**config.mk**
```make
export PLATFORM = sky130hd
export DESIGN_NAME = match_event_logger
export DESIGN_NICKNAME = d
export VERILOG_FILES = /design/src/rtl/soc_pkg.sv /design/src/rtl/sync_fifo.sv /design/src/rtl/match_event_logger.sv
export SDC_FILE = /design/constraint.sdc
export NUM_CORES = 1
export LEC_CHECK = 0
export CORE_MARGIN = 8
export CORE_UTILIZATION = 55
export CTS_CLUSTER_SIZE = 16
export DETAILED_ROUTE_END_ITERATION = 10
export GPL_ROUTABILITY_DRIVEN = 0
export GPL_TIMING_DRIVEN = 0
export PLACE_DENSITY_LB_ADDON = 0.25
export SYNTH_ARGS = -nofsm -noshare
export SYNTH_HDL_FRONTEND = slang
export SYNTH_SLANG_ARGS = --single-unit
```
**constraint.sdc**
```tcl
create_clock -name clk -period 3.13 [get_ports clk]
set_input_delay 0.7825 -clock clk [delete_from_list [all_inputs] [get_ports clk]]
set_output_delay 0.7825 -clock clk [all_outputs]
set_load 0.005 [all_outputs]
```
**src/rtl/soc_pkg.sv**
```systemverilog
// Shared definitions for the match event logger slice: widths, defaults and log-entry layout.
package soc_pkg;

  localparam int unsigned COUNT_WIDTH      = 4;
  localparam int unsigned DEFAULT_TS_WIDTH = 8;
  localparam int unsigned DEFAULT_DEPTH    = 4;

  // One logged event; timestamp occupies the MSBs.
  typedef struct packed {
    logic [DEFAULT_TS_WIDTH-1:0] timestamp;
    logic [COUNT_WIDTH-1:0]      count;
  } log_entry_t;

endpackage

```
**src/rtl/sync_fifo.sv**
```systemverilog
// Single-clock FIFO with registered level; head entry is read directly from storage (no bypass).
module sync_fifo #(
  parameter int unsigned WIDTH = 12,
  parameter int unsigned DEPTH = 4
) (
  input  logic                       clk,
  input  logic                       reset,
  input  logic                       i_push,
  input  logic [WIDTH-1:0]           i_data,
  input  logic                       i_pop,
  output logic [WIDTH-1:0]           o_data,
  output logic                       o_full,
  output logic                       o_empty,
  output logic [$clog2(DEPTH+1)-1:0] o_level
);

  localparam int unsigned AW = $clog2(DEPTH);
  localparam int unsigned LW = $clog2(DEPTH+1);
  localparam logic [LW-1:0] FullLevel = LW'(DEPTH);

  logic [WIDTH-1:0] r_mem [DEPTH];
  logic [AW-1:0]    r_wr_ptr;
  logic [AW-1:0]    r_rd_ptr;
  logic [LW-1:0]    r_level;
  logic             w_push_ok;
  logic             w_pop_ok;

  assign o_full   = (r_level == FullLevel);
  assign o_empty  = (r_level == '0);
  assign o_level  = r_level;
  assign o_data   = r_mem[r_rd_ptr];

  // A push into a full FIFO is accepted only when the head leaves in the same cycle.
  assign w_push_ok = i_push & (~o_full | i_pop);
  assign w_pop_ok  = i_pop & ~o_empty;

  // Storage write; pointers alone define validity, so the array needs no reset.
  always_ff @(posedge clk) begin
    if (!reset && w_push_ok) begin
      r_mem[r_wr_ptr] <= i_data;
    end
  end

  // Pointer and level bookkeeping; reset discards everything queued.
  always_ff @(posedge clk) begin
    if (reset) begin
      r_wr_ptr <= '0;
      r_rd_ptr <= '0;
      r_level  <= '0;
    end else begin
      if (w_push_ok) r_wr_ptr <= r_wr_ptr + 1'b1;
      if (w_pop_ok)  r_rd_ptr <= r_rd_ptr + 1'b1;
      unique case ({w_push_ok, w_pop_ok})
        2'b10:   r_level <= r_level + 1'b1;
        2'b01:   r_level <= r_level - 1'b1;
        default: r_level <= r_level;
      endcase
    end
  end

endmodule

```
**src/rtl/match_event_logger.sv**
```systemverilog
// Logs rising edges of the comparator match as {timestamp, count} entries into a FIFO and keeps
// event statistics (saturating total, sticky overflow).
module match_event_logger
  import soc_pkg::*;
#(
  parameter int unsigned DEPTH    = DEFAULT_DEPTH,
  parameter int unsigned TS_WIDTH = DEFAULT_TS_WIDTH
) (
  input  logic                            clk,
  input  logic                            reset,
  input  logic [COUNT_WIDTH-1:0]          count,
  input  logic                            match,
  input  logic                            clear,
  output logic                            out_valid,
  input  logic                            out_ready,
  output logic [TS_WIDTH+COUNT_WIDTH-1:0] out_data,
  output logic [$clog2(DEPTH+1)-1:0]      fifo_level,
  output logic [7:0]                      event_total,
  output logic                            overflow
);

  localparam int unsigned EntryWidth = TS_WIDTH + COUNT_WIDTH;

  logic [TS_WIDTH-1:0]   r_ts;
  logic                  r_match_q;
  logic [7:0]            r_event_total;
  logic                  r_overflow;

  logic                  w_event;
  logic                  w_pop;
  logic                  w_full;
  logic                  w_empty;
  logic                  w_drop;
  logic [EntryWidth-1:0] w_push_data;

  assign w_event     = match & ~r_match_q;
  assign w_pop       = out_valid & out_ready;
  assign w_drop      = w_event & w_full & ~w_pop;
  assign w_push_data = {r_ts, count};

  assign out_valid   = ~w_empty;
  assign event_total = r_event_total;
  assign overflow    = r_overflow;

  // Free-running timestamp, wraps naturally at its width.
  always_ff @(posedge clk) begin
    if (reset) r_ts <= '0;
    else       r_ts <= r_ts + 1'b1;
  end

  // Match history; forced high in reset so a match held across reset release is not an event.
  always_ff @(posedge clk) begin
    if (reset) r_match_q <= 1'b1;
    else       r_match_q <= match;
  end

  // Saturating event counter; an event coinciding with clear is still counted.
  always_ff @(posedge clk) begin
    if (reset) begin
      r_event_total <= '0;
    end else if (clear) begin
      r_event_total <= {7'd0, w_event};
    end else if (w_event && (r_event_total != 8'hff)) begin
      r_event_total <= r_event_total + 8'd1;
    end
  end

  // Sticky drop flag; a drop wins over a simultaneous clear.
  always_ff @(posedge clk) begin
    if (reset)       r_overflow <= 1'b0;
    else if (w_drop) r_overflow <= 1'b1;
    else if (clear)  r_overflow <= 1'b0;
  end

  sync_fifo #(
    .WIDTH (EntryWidth),
    .DEPTH (DEPTH)
  ) u_fifo (
    .clk     (clk),
    .reset   (reset),
    .i_push  (w_event),
    .i_data  (w_push_data),
    .i_pop   (w_pop),
    .o_data  (out_data),
    .o_full  (w_full),
    .o_empty (w_empty),
    .o_level (fifo_level)
  );

endmodule

```
==> summary.md, run 1 <==
| Metric | Value |
|---|---|
| Iter 0 DRT Violations | `85` |
| Combinational Power Share | `15.7%` |
| Global-route wire length before repair | `8530 um` |
| Hold_buf cts | `0` |
| Max-cap viol count | `0` |
| Max rail drop VDD | `0.372 mV` |
| Clk slew on worst S/H paths | `0.07 ns` |
| Internal power | `1650 uW` |
| Sw Ratio | `approximately a quarter` |
| Pin count of the biggest net entering global routing | `14` |
| PwrDens | `593 mW/mm^2` |
| Max-slew violation total from the final report | `0` |
| Final setup viols | `0` |
| Die X | `90.1 um` |
| CTS tree | `done` |
| Ys flop type | `edfxtp_1` |
| Fill cell count | `roughly 400` |
| HPWL after DPL | `roughly 3400 um` |
| Die height | `roughly 90 um` |
| GRT Max-Usage Layer | `met2` |
| CTS Sinks | `75` |
| F_max | `around 360 MHz` |
| Syn Inst Count | `204` |
| Worst-Skew Late Latency | `0.33 ns` |
| Switching pwr | `503 uW` |
| # rows | `27` |
| Worst Path Max Fanout | `10` |
| Core footprint | `0.00541 mm^2` |
| # port buffers | `33` |
| Synthesized flop and latch total | `75` |
| Clock power frac | `between 30% and 40%` |
| Hold Path Class | `reg -> reg` |
| Smallest hold slack | `between 0.5 and 0.6 ns` |
| Final Cycle Share | `89.7%` |
| FFs w/ async S/R, synth | `0%` |
| Routing usage on met1 | `about 16%` |
| Total Power | `2160 uW` |
| CP Class | `reg -> out` |
| Syn Std Cell Area | `just over 0.003 mm^2` |
| Final nets | `265` |
| Layout cells sized above 1 | `13.8%` |
| Total CTS buffers | `9` |
| Clock skew | `roughly 0.0052 ns` |
| Top cell type by total area after synthesis | `edfxtp_1` |
| H-tree level count | `3` |
| WL/cell | `15.1 um` |
| Synth Area per Inst | `14.8 um^2` |
| Seq pwr share | `51.9%` |
| Top-area cell type share of the netlist area | `a little under half` |
| EDFF count, synth | `48` |
| Ant. Diodes | `0` |
| Met2 Usage GRT | `20.4%` |
| Fin util | `67.3%` |
| CTS max path bufs | `2` |
| Crit. End Element | `primary output` |
| Routed Antenna Nets | `0` |
| Area Growth Syn to Fin | `20.3%` |
| Final global-route overflow total | `0` |
| Vias in the first global route | `1771` |
| WP data arrival | `2.03 ns` |
| Die Area | `0.00812 mm^2` |
| Seq/Total Area, Yosys | `65.6%` |
| Root Buffer | `clkbuf_8` |
| Vias | `around 1700` |
| Mapped Nets | `221` |
| Final TNS setup | `0 ns` |
| Startpoint types | `flip-flop` |
| Final hold vios | `0` |
| Synth top area cells | `edfxtp_1 (48%), dfxtp_1 (18%), mux4_2 (8.9%)` |
| Yosys warns | `0` |
| DR pass1 iterations | `4` |
| Worst slew pin tran | `0.657 ns` |
| Fin crit period | `2.81 ns` |
| Resize count post-CTS | `0` |
| Distinct cells, synth | `42` |
| Status | `complete, no violations` |
| I/O Pins | `34` |
| All-layer global routing usage | `13.0%` |
| Leak | `between 0.001 and 0.0015 uW` |
| Routed vias/inst | `5.32` |
| Number of setup buffers added after CTS | `0` |
| Residual DRC | `0` |
| Initial antenna violation count | `0` |
| Slew HR | `56.2%` |
| Routed wire length | `~4900 um` |
| Met3 Use GR | `4.66%` |
| Worst endpoint required time | `2.35 ns` |
| RSZ-0062 raised after global routing | `false` |
| Initial cell density of the core | `between 50% and 60%` |
path summary, 6_finish.rpt:
| path | slack (ns) | depth (start not counted) | startpoint | to |
|---|---|---|---|---|
| min reg2reg | 0.52 | 2 | event_total[1]$_SDFFE_PP0P_ | event_total[1]$_SDFFE_PP0P_ |
| min | 0.52 | 2 | event_total[1]$_SDFFE_PP0P_ | event_total[1]$_SDFFE_PP0P_ |
| max | 0.32 | 3 | flip-flop | out_data[9] |
| max reg2reg | 0.87 | 8 | u_fifo.o_level[1]$_SDFFE_PP0P_ | u_fifo.o_level[2]$_SDFFE_PP0P_ |
logic make-up after synthesis:
| logic type | after synthesis | synth area share (%) |
|---|---|---|
| AOI/OAI and AO/OA | 29 | 5.92 |
| xor gates and xnor gates | 7 | 2.03 |
| adders and majority gates | 8 | 3.56 |
| buffers and inverters | 13 | 1.78 |
| DFF | 75 | 65.6 |
| muxes | 13 | 9.27 |
| and+or+nand+nor | 59 | 11.9 |
Yosys cell counts (all sizes together) (2+ instances only):
cell,instances
a21oi,11
a31oi,3
a41o,2
and2,4
and3,3
and4b,3
buf,3
clkbuf,3
dfxtp,27
edfxtp,48
ha,7
inv,7
mux4,12
nand2,8
nand2b,2
nand3,4
nor2,13
nor2b,4
nor3,3
nor4bb,2
o21ai,7
or2,2
or3,6
xnor2,2
xor2,5
critical path, stage by stage, from the launching register on:
cell and delay, ns:
dfxtp_1 0.36, buf_1 0.46, mux4_2 0.40, clkdlybuf4s50_1 0.46
power groups by stage:
| stage | sequential [uW] | combinational [uW] | clock, uW |
|---|---|---|---|
| 3_5_place_dp | 1140 | 344 | 0 |
| 6_report | 1120 | 338 | 699 |
| 2_1_floorplan | 1130 | 198 | 0 |
| 5_1_grt | 1120 | 381 | 759 |
| 4_1_cts | 1120 | 346 | 715 |
| 3_3_place_gp | 1140 | 341 | 0 |
cell type report:
class / count / area, um^2 / area share, %
Clock inverter: 7 / 68.8 / 1.89
Sequential cell: 75 / 1980 / 54.5
Inverter: 7 / 26.3 / 0.723
Clock buffer: 9 / 124 / 3.41
Buffer: 6 / 27.5 / 0.757
Tap cell: 72 / 90.1 / 2.48
Timing Repair Buffer: 33 / 330 / 9.08
Multi-Input combinational cell: 116 / 987 / 27.2
placed cells by master (no fill, tap or decap), types with 4 or more instances in the layout:
cell and count:
nor2_1 13, xor2_1 5, clkinvlp_4 4, clkdlybuf4s50_1 33, a21oi_1 11, o21ai_0 7
edfxtp_1 48, clkbuf_8 9, and2_1 4, nand2_1 8, ha_1 7, dfxtp_1 27
nor2b_1 4, or3_1 4, inv_1 7, mux4_2 12
stage by stage:
step,cell area (um^2),worst slack [ns],cells
2_1_floorplan,3020,0.696,204
4_1_cts,3640,0.267,325
3_3_place_gp,3440,0.0759,309
5_1_grt,3640,0.199,325
6_report,3640,0.322,325
3_5_place_dp,3440,0.0277,309
per-layer routing:
metal	share of wire (%)	wire length, um	vias to the layer above
li1	-	-	864
met5	0	0	-
met3	4.4	215	9
met4	1.8	87	0
met2	48	2350	31
met1	46	2270	825
flip-flops by register name (all words and copies together), names as in the netlist, named ones only:
signal,count
u_fifo.r_mem,48
event_total,8
r_ts,8
u_fifo.o_level,3
u_fifo.r_rd_ptr,2
u_fifo.r_wr_ptr,2
overflow,1
r_match_q,1
Power figures use the tool's default switching activity.
==> run 2: changes to the inputs <==
--- a/config.mk
+++ b/config.mk
@@ -5,6 +5,7 @@
 export SDC_FILE = /design/constraint.sdc
 export NUM_CORES = 1
 export LEC_CHECK = 0
+export ABC_CLOCK_PERIOD_IN_PS = 3130
 export CORE_MARGIN = 8
 export CORE_UTILIZATION = 55
 export CTS_CLUSTER_SIZE = 16
==> results of run 2 <==
No change in the layout: final DEF, timing and power equal those of run 1.
